<file path="src/rtl/channel_ctrl_pkg.sv">
// ----------------------------------------------------------------------------
// channel_ctrl_pkg : state encoding, event layout and sizing helpers
// Revision: 1.0
// ----------------------------------------------------------------------------
`timescale 1ns/1ps
`default_nettype none

package channel_ctrl_pkg;

  localparam logic [2:0] ST_READY     = 3'd0;
  localparam logic [2:0] ST_HOLD      = 3'd1;
  localparam logic [2:0] ST_CONVERT   = 3'd2;
  localparam logic [2:0] ST_WAIT_DONE = 3'd3;
  localparam logic [2:0] ST_STORE     = 3'd4;
  localparam logic [2:0] ST_RESET     = 3'd5;

  localparam int DEF_ADCBITS = 10;
  localparam int DEF_TS_BITS = 24;

  typedef struct packed {
    logic                   timeout_flag;
    logic [DEF_TS_BITS-1:0] ts;
    logic [DEF_ADCBITS-1:0] adc;
  } event_t;

  function automatic int ev_width(input int adc_bits, input int ts_bits);
    return ts_bits + adc_bits + 1;
  endfunction

  localparam int EV_WIDTH = ev_width(DEF_ADCBITS, DEF_TS_BITS);

  // One shared counter serves HOLD, WAIT_DONE and RESET, so size it for the longest.
  function automatic int cnt_width(input int a, input int b, input int c);
    int m;
    m = a;
    if (b > m) m = b;
    if (c > m) m = c;
    return $clog2(m + 1);
  endfunction

endpackage

`default_nettype wire

</file>
<file path="src/rtl/event_fifo.sv">
// ----------------------------------------------------------------------------
// event_fifo : first-word fall-through FIFO, power-of-2 depth
// Revision: 1.0
// ----------------------------------------------------------------------------
`timescale 1ns/1ps
`default_nettype none

module event_fifo #(
  parameter int WIDTH = 35,
  parameter int DEPTH = 4
) (
  input  logic             clk,
  input  logic             reset_n,
  input  logic             wr_en,
  input  logic [WIDTH-1:0] wr_data,
  output logic             full,
  input  logic             rd_en,
  output logic [WIDTH-1:0] rd_data,
  output logic             empty
);

  localparam int AW = $clog2(DEPTH);

  logic [AW:0]      wr_ptr;
  logic [AW:0]      rd_ptr;
  logic [WIDTH-1:0] mem [DEPTH];
  logic             wr_ok;
  logic             rd_ok;

  assign empty = (wr_ptr == rd_ptr);
  assign full  = (wr_ptr[AW] != rd_ptr[AW]) && (wr_ptr[AW-1:0] == rd_ptr[AW-1:0]);

  // A read in the same cycle frees the slot the write needs.
  assign rd_ok = rd_en && !empty;
  assign wr_ok = wr_en && (!full || rd_ok);

  assign rd_data = empty ? '0 : mem[rd_ptr[AW-1:0]];

  always_ff @(posedge clk) begin
    if (!reset_n) begin
      wr_ptr <= '0;
      rd_ptr <= '0;
    end else begin
      if (wr_ok) wr_ptr <= wr_ptr + 1'b1;
      if (rd_ok) rd_ptr <= rd_ptr + 1'b1;
    end
  end

  always_ff @(posedge clk) begin
    if (wr_ok) mem[wr_ptr[AW-1:0]] <= wr_data;
  end

endmodule

`default_nettype wire

</file>
<file path="src/rtl/channel_ctrl.sv">
// ----------------------------------------------------------------------------
// channel_ctrl : hit -> hold -> ADC convert -> store -> CSA reset sequencer
// Revision: 1.0
// ----------------------------------------------------------------------------
`timescale 1ns/1ps
`default_nettype none

module channel_ctrl
  import channel_ctrl_pkg::*;
#(
  parameter int ADCBITS        = 10,
  parameter int TS_BITS        = 24,
  parameter int HOLD_CYCLES    = 2,
  parameter int RESET_CYCLES   = 4,
  parameter int TIMEOUT_CYCLES = 64,
  parameter int FIFO_DEPTH     = 4
) (
  input  logic                     clk,
  input  logic                     reset_n,
  input  logic                     enable,
  input  logic                     hit,
  input  logic                     done,
  input  logic [ADCBITS-1:0]       dout,
  input  logic [TS_BITS-1:0]       timestamp,
  output logic                     sample,
  output logic                     strobe,
  output logic                     csa_reset,
  output logic                     ev_valid,
  output logic [TS_BITS+ADCBITS:0] ev_data,
  input  logic                     ev_ready,
  output logic                     overflow,
  output logic                     busy
);

  localparam int EVW = ev_width(ADCBITS, TS_BITS);
  localparam int CW  = cnt_width(HOLD_CYCLES, RESET_CYCLES, TIMEOUT_CYCLES);

  localparam logic [CW-1:0] HOLD_LAST    = CW'(HOLD_CYCLES - 1);
  localparam logic [CW-1:0] TIMEOUT_LAST = CW'(TIMEOUT_CYCLES - 1);
  localparam logic [CW-1:0] RESET_LAST   = CW'(RESET_CYCLES - 1);

  logic               hit_meta;
  logic               hit_s;
  logic               hit_s_q;
  logic               done_meta;
  logic               done_s;
  logic               por;
  logic [2:0]         state;
  logic [CW-1:0]      cnt;
  logic [TS_BITS-1:0] ts_lat;
  logic [ADCBITS-1:0] adc_lat;
  logic               to_flag;
  logic               hit_rise;
  logic               store;
  logic               ev_rd;
  logic               fifo_full;
  logic               fifo_empty;

  assign hit_rise = hit_s && !hit_s_q;
  assign store    = (state == ST_STORE);
  assign ev_rd    = ev_valid && ev_ready;

  assign sample    = !((state == ST_CONVERT) || (state == ST_WAIT_DONE) || (state == ST_STORE));
  assign strobe    = (state == ST_CONVERT);
  // por keeps the CSA in reset while reset_n is low and for the cycle it is released.
  assign csa_reset = por || (state == ST_RESET);
  assign busy      = (state != ST_READY);
  assign ev_valid  = !fifo_empty;

  always_ff @(posedge clk) begin
    if (!reset_n) begin
      hit_meta  <= 1'b0;
      hit_s     <= 1'b0;
      hit_s_q   <= 1'b0;
      done_meta <= 1'b0;
      done_s    <= 1'b0;
      por       <= 1'b1;
      state     <= ST_READY;
      cnt       <= '0;
      ts_lat    <= '0;
      adc_lat   <= '0;
      to_flag   <= 1'b0;
      overflow  <= 1'b0;
    end else begin
      hit_meta  <= hit;
      hit_s     <= hit_meta;
      hit_s_q   <= hit_s;
      done_meta <= done;
      done_s    <= done_meta;
      por       <= 1'b0;
      case (state)
        ST_READY: begin
          if (hit_rise && enable) begin
            ts_lat  <= timestamp;
            adc_lat <= '0;
            to_flag <= 1'b0;
            cnt     <= '0;
            state   <= ST_HOLD;
          end
        end
        ST_HOLD: begin
          if (cnt == HOLD_LAST) begin
            cnt   <= '0;
            state <= ST_CONVERT;
          end else begin
            cnt <= cnt + 1'b1;
          end
        end
        ST_CONVERT: begin
          cnt   <= '0;
          state <= ST_WAIT_DONE;
        end
        ST_WAIT_DONE: begin
          if (done_s) begin
            adc_lat <= dout;
            state   <= ST_STORE;
          end else if (cnt == TIMEOUT_LAST) begin
            adc_lat <= '0;
            to_flag <= 1'b1;
            state   <= ST_STORE;
          end else begin
            cnt <= cnt + 1'b1;
          end
        end
        ST_STORE: begin
          if (fifo_full && !ev_rd) overflow <= 1'b1;
          cnt   <= '0;
          state <= ST_RESET;
        end
        ST_RESET: begin
          if (cnt == RESET_LAST) begin
            cnt   <= '0;
            state <= ST_READY;
          end else begin
            cnt <= cnt + 1'b1;
          end
        end
        default: state <= ST_READY;
      endcase
    end
  end

  event_fifo #(
    .WIDTH (EVW),
    .DEPTH (FIFO_DEPTH)
  ) u_fifo (
    .clk     (clk),
    .reset_n (reset_n),
    .wr_en   (store),
    .wr_data ({to_flag, ts_lat, adc_lat}),
    .full    (fifo_full),
    .rd_en   (ev_rd),
    .rd_data (ev_data),
    .empty   (fifo_empty)
  );

endmodule

`default_nettype wire
</file>
<file path="config.mk">
export PLATFORM = sky130hd
export DESIGN_NAME = channel_ctrl
export DESIGN_NICKNAME = d
export VERILOG_FILES = /design/src/rtl/channel_ctrl_pkg.sv /design/src/rtl/event_fifo.sv /design/src/rtl/channel_ctrl.sv
export SDC_FILE = /design/constraint.sdc
export NUM_CORES = 1
export LEC_CHECK = 0
export CAP_MARGIN = 20
export CORE_MARGIN = 2
export CORE_UTILIZATION = 40
export CTS_CLUSTER_SIZE = 8
export DETAILED_ROUTE_END_ITERATION = 16
export PLACE_DENSITY_LB_ADDON = 0.12
export SKIP_CTS_REPAIR_TIMING = 1
export SYNTH_ARGS = -nofsm -noshare
export SYNTH_HDL_FRONTEND = slang
export SYNTH_HIERARCHICAL = 1
export SYNTH_SLANG_ARGS = --single-unit
</file>
<file path="constraint.sdc">
create_clock -name clk -period 5.4 [get_ports clk]
set_clock_uncertainty 0.2 [all_clocks]
set_input_delay 1.08 -clock clk [delete_from_list [all_inputs] [get_ports clk]]
set_output_delay 1.08 -clock clk [all_outputs]
set_load 0.005 [all_outputs]
</file>
# Word level (Yosys, flattened, before mapping)
# Memories as Yosys holds them, arrays and structs flattened. A register that Yosys moved wholly into a read port is not among the register bits.
# Cells that the tools add are included.
# word_totals
ff_bits,58
ramBits,140
input_bits,40
wordCells,89
memories,1
# classes
add_sub_neg,3
eq_ne,18
n_mux,26
reduce_logical,27
# memory_table
memory,depth,width,read_ports,rd_ports_with_merged_regs,write_ports,line_no,text
u_fifo.mem,4,35,1,1,1,event_fifo.sv:26,logic [WIDTH-1:0] mem [DEPTH];
# ops
operator,count
two-way mux 35 bit,1
two-way mux 7 bit,5
one-hot mux 7 bit (5 select lines),1
two-way mux 10 bit,3
one-hot mux 10 bit (2 select lines),1
one-hot mux 3 bit (6 select lines),1
two-way mux 3 bit,5
AND reduction 4 bit,3
"inequality test 2 bit, second input constant",4
"adder 7 x 1 -> 7 bit, second input constant",1
"equality test 7 x 1 -> 1 bit, second input constant",1
"equality test 7 x 2 -> 1 bit, second input constant",1
"equality test 7 x 6 -> 1 bit, second input constant",1
logical AND 1 bit,7
"adder 3 x 1 -> 3 bit, second input constant",2
"equality test 3 x 2 -> 1 bit, second input constant",2
"equality test 3 bit, second input constant",2
two-way mux 1 bit,6
logical NOT 1 bit,5
nonzero test 5 bit,1
logical OR 1 bit,4
two-way mux 2 bit,2
"inequality test 2 x 1 -> 1 bit, second input constant",2
AND reduction 2 bit,2
11 further kinds,11

# Longest topological paths before layout
# depth
ltp_word,8
ltp_mapped,7

# Modules after synthesis
# The synthesis kept the hierarchy.
# by_module_without_submodules
mod,n_inst,cells_per_inst,area_each_um2
event_fifo,1,274,5785.5
channel_ctrl,1,238,2055.7

# Worst setup path before layout
# OpenSTA, ideal clock, no wires.
# synth_path
path_kind,input -> register
from,input ev_ready
to,memory u_fifo.mem[3][0] (enable)
setup_time_ns,0.451
arrival_time_ns,3.326
required_time_ns,4.749
setup_slack_ns,1.423
path_stages,3
n_path_buf,0
cell_sequence,nor2b_1 > inv_1 > a41oi_1
# synth_via
elab_chain_len,6
# synth_rtl
item,line_no,text
start: declaration,channel_ctrl.sv:30,"input logic ev_ready,"
logical AND 1 bit,channel_ctrl.sv:61,assign ev_rd = ev_valid && ev_ready;
logical AND 1 bit,event_fifo.sv:34,assign rd_ok = rd_en && !empty;
logical OR 1 bit,event_fifo.sv:35,assign wr_ok = wr_en && (!full || rd_ok);
logical AND 1 bit,event_fifo.sv:35,
two-way mux 1 bit,event_fifo.sv:50,if (wr_ok) mem[wr_ptr[AW-1:0]] <= wr_data;
two-way mux 1 bit (not written as such),event_fifo.sv:50,
end: declaration,event_fifo.sv:26,
# No other way between the ends.

==> impl_summary.md <==
Global routing
The number of antenna violations at the first check in global routing is 0. The first global-routing pass estimated 25.0 mm of wire. Entering global routing, the biggest net connects 36 pins. The overall routing resource usage is 16.3%. The via count of the first global-routing pass came to 4453. After global routing the overflow that remains totals 0.

Floorplan
The floorplan step defined a die boundary enclosing 20700 um2. The core region is 19300 um2. The floorplan step set the die width to 144 um. The count of boundary I/O pins is 81.

The die height is 144 um. Row generation in the floorplan step produced 51 rows. For this configuration, the core starts out at a cell density of 40.6%.

Routing
The final layout contains routed wiring with a total length of 15.6 mm. The number of violations reported at the end of detailed-routing iteration 0 is 260. For this run, the detailed router's first-pass iteration total came to 4. The via count normalized by instance count is 5.00. The number of nets with antenna violations after routing is 0. The via count is 4361.

The total DRC errors in the routed layout is 0. In the final routed layout, each cell accounts on average for 17.9 um.

Synthesis
Counting flops and latches in the post-synthesis netlist gives 200. Summed over all instances, the cell type with the most area after synthesis is sky130_fd_sc_hd__edfxtp_1. After synthesis, the cell types taking the most area are sky130_fd_sc_hd__edfxtp_1 54%, sky130_fd_sc_hd__dfxtp_1 15%, sky130_fd_sc_hd__mux4_2 10%.

sky130_fd_sc_hd__edfxtp_1 is the most common cell in the netlist. The commonest cells after synthesis are 140 x sky130_fd_sc_hd__edfxtp_1, 70 x sky130_fd_sc_hd__nand2_1, 60 x sky130_fd_sc_hd__dfxtp_1. The synthesized design devotes to its leading area cell type 53.6% of total area. The number of enable-type register cells in the synthesized netlist is 140. The netlist area before placement is 7840 um2. Counting every net in the synthesized netlist gives 559. Yosys printed 6 warnings. The average instance in the mapped netlist occupies 15.3 um2.

The number of instances in the synthesized netlist is 512. For this run, asynchronously set or reset flops after synthesis account for 0%. The top flip-flop cell by instance count after synthesis is sky130_fd_sc_hd__edfxtp_1.

Counting distinct cell types in the post-synthesis netlist gives 54. The sequential share of the synthesized area is 68.9%.

Final layout
After the last flow step, the layout net total stands at 641. The area overhead of the layout relative to synthesis is 22.9%. The cell area after layout is 9640 um2.

0 antenna diodes ended up in the layout. The number of non-filler instances in the completed layout is 872. The filler cells instantiated in the layout total 1667. In the final layout, the multi-input gates occupy 2310 um2. The sequential cells in the finished layout cover a total of 5410 um2. The fraction of layout instances using a drive strength above 1 is 15.3%.

Clocking
The clock tree buffer depth is 2. The clock tree synthesis step divided the H-tree into 4 levels. Clock tree synthesis selected as its root buffer the cell sky130_fd_sc_hd__clkbuf_16. For the worst-skew pair, the clock arrives at the later sink with an insertion delay of 430 ps. The number of clock sinks is 200. TritonCTS built the clock tree. In this run, CTS created clock tree buffers numbering 17. Clock-pin slew was measured on the worst setup and hold paths at 70 ps.

Timing
Setup repair after global routing left no endpoint under its margin. Setup violations remaining at the end of the flow were counted as 0. Dividing the final minimum period by the clock period gives 75.0%.

Counting I/O delays and the setup requirement, the final critical path takes 4050 ps. The highest attainable clock frequency is 247 MHz. The headroom to the max-slew limit is 28.0%.

The final-report max-slew violation count is 0. The sum of negative setup slack is 0 ps. The final number of hold-violating endpoints is 0. At the pin with the least slew margin, the transition time is 1080 ps.

Setup path
On the worst path, the slowest cell contributes a delay of 590 ps. The category of the critical setup timing path is reg2out. The sort of element at the end of the critical path is an output pin. The launch instance of the worst register-to-register path is u_fifo/rd_ptr[2]. STA puts the critical path data required time at 4120 ps. The critical path startpoint category is a flop. The data arrival time of the critical path is 2770 ps. On the critical path, the stage with the largest delay is an instance of sky130_fd_sc_hd__dfxtp_2. Walking the worst path, the cells encountered are buf_4 > mux4_2 > nor2b_1 > clkdlybuf4s50_1. The worst-path maximum fanout is 25.

Power
The internal power of the cells totals 2500 uW. The worst-case IR drop observed on VDD is 0.000228 V. Power spread over the standard cell area amounts to 322 nW/um2.

Of the total power, the share spent switching nets is 19.4%. In this run the power spent charging and discharging nets is 600 uW. The power consumption is 3100 uW.

For this design the static power due to leakage is 0.00323 uW. The clock share of power is 45.2%. Per report_power, the combinational group accounts for 2.1% of the total. The share of power burned in registers is 52.8%.

Flow run
The number of violations of the max-capacitance limit is 0.

Placement
Once placement completed, the tool counted placed cells totaling 838. The placed standard-cell area is 8930 um2. The last weighted congestion value of the routability-driven placer is 0.771. The port buffer count is 80. Detailed placement ended at an HPWL of 9.47 mm.

Worst hold path
The origin of the worst min-delay path is hit_meta. The tightest min-delay check is of the reg2reg type.

Outcome
The flow ran to the end, and the final reports show no timing, DRC or antenna violations.
[per-stage QoR]
stage          utilization (%)  worst slack [ps]  hold WS (ps)
2_1_floorplan                -              1420           212
3_3_place_gp              46.2              1720           218
3_5_place_dp              46.2              1700           220
4_1_cts                   49.7              1240           237
5_1_grt                   49.8              1110           268
6_report                  49.8              1350           235
[cells by family (layout without fill, tap and decap cells)]
logic type | count (synthesis) | after routing | synth area share [%]
AOI/OAI and AO/OA | 68 | 68 | 5.92
and+or+nand+nor | 154 | 154 | 10.5
adders and majority gates | 7 | 7 | 1.12
DFF | 200 | 200 | 68.9
xor gates and xnor gates | 6 | 6 | 0.670
buffers and inverters | 35 | 130 | 1.93
muxes | 42 | 42 | 10.9
[per-layer routing]
| metal | routed length (um) | vias to the layer above | GRT usage (%) |
|---|---|---|---|
| met3 | 433 | 14 | 2.98 |
| met5 | 0 | - | 0 |
| met2 | 7860 | 69 | 27.5 |
| li1 | - | 2083 | - |
| met1 | 7070 | 2195 | 21.4 |
| met4 | 230 | 0 | 5.62 |
[state kept, by name (all words and copies together), names as in the netlist, named ones only]
register	flops
overflow	1
u_fifo/rd_ptr	3
ts_lat	24
cnt	7
state	3
por	1
adc_lat	10
hit_meta	1
hit_s_q	1
done_meta	1
u_fifo/mem	140
to_flag	1
hit_s	1
done_s	1
u_fifo/wr_ptr	3
[path summary, 6_finish.rpt]
path | to | slack [ps] | depth (start not counted)
worst max-delay path | ev_data[25] | 1350 | 4
worst min-delay path | hit_s | 230 | 1
worst max register to register | u_fifo/mem[2][20] | 2330 | 5
worst min register to register | hit_s | 230 | 1
[worst max-delay path, delay by kind of cell, from the launching register on]
| family | cells | cell delay [ps] |
|---|---|---|
| flip-flops | 1 | 590 |
| multiplexers | 1 | 590 |
| buffers and inverters | 2 | 1010 |
| AND/OR/NAND/NOR | 1 | 150 |
[power by group through the flow]
stage / combinational, uW / clock, uW / sequential [uW]
finish: 64.2 / 1400 / 1640
global route: 69.7 / 1490 / 1640
CTS: 64.9 / 1430 / 1640
detailed placement: 64.5 / 0 / 1670
global placement: 63.9 / 0 / 1670
floorplan: 23.6 / 0 / 1670
[layout by cell type (no fill, tap or decap), types with 4 or more instances in the layout]
master	instances
sky130_fd_sc_hd__edfxtp_1	140
sky130_fd_sc_hd__clkdlybuf4s50_1	80
sky130_fd_sc_hd__nand2_1	70
sky130_fd_sc_hd__dfxtp_1	58
sky130_fd_sc_hd__mux4_2	35
sky130_fd_sc_hd__a21oi_1	31
sky130_fd_sc_hd__nor2b_1	25
sky130_fd_sc_hd__clkbuf_16	17
sky130_fd_sc_hd__and2b_1	13
sky130_fd_sc_hd__a22o_1	10
sky130_fd_sc_hd__inv_1	9
sky130_fd_sc_hd__nor2_1	8
sky130_fd_sc_hd__and2_1	7
sky130_fd_sc_hd__mux2i_1	7
sky130_fd_sc_hd__ha_1	7
sky130_fd_sc_hd__buf_4	7
sky130_fd_sc_hd__nor3_1	6
sky130_fd_sc_hd__bufinv_16	5
sky130_fd_sc_hd__nand3_1	4
sky130_fd_sc_hd__clkinvlp_4	4
[cell type report]
| type | instances | area share, % |
|---|---|---|
| multi-input combinational | 277 | 23.9 |
| clock buffer | 17 | 4.41 |
| tap | 265 | 3.44 |
| sequential | 200 | 56.1 |
| inverter | 9 | 0.351 |
| clock inverter | 15 | 2.52 |
| timing repair buffer | 89 | 9.22 |
Note: power is estimated with default switching activity, not from simulation.
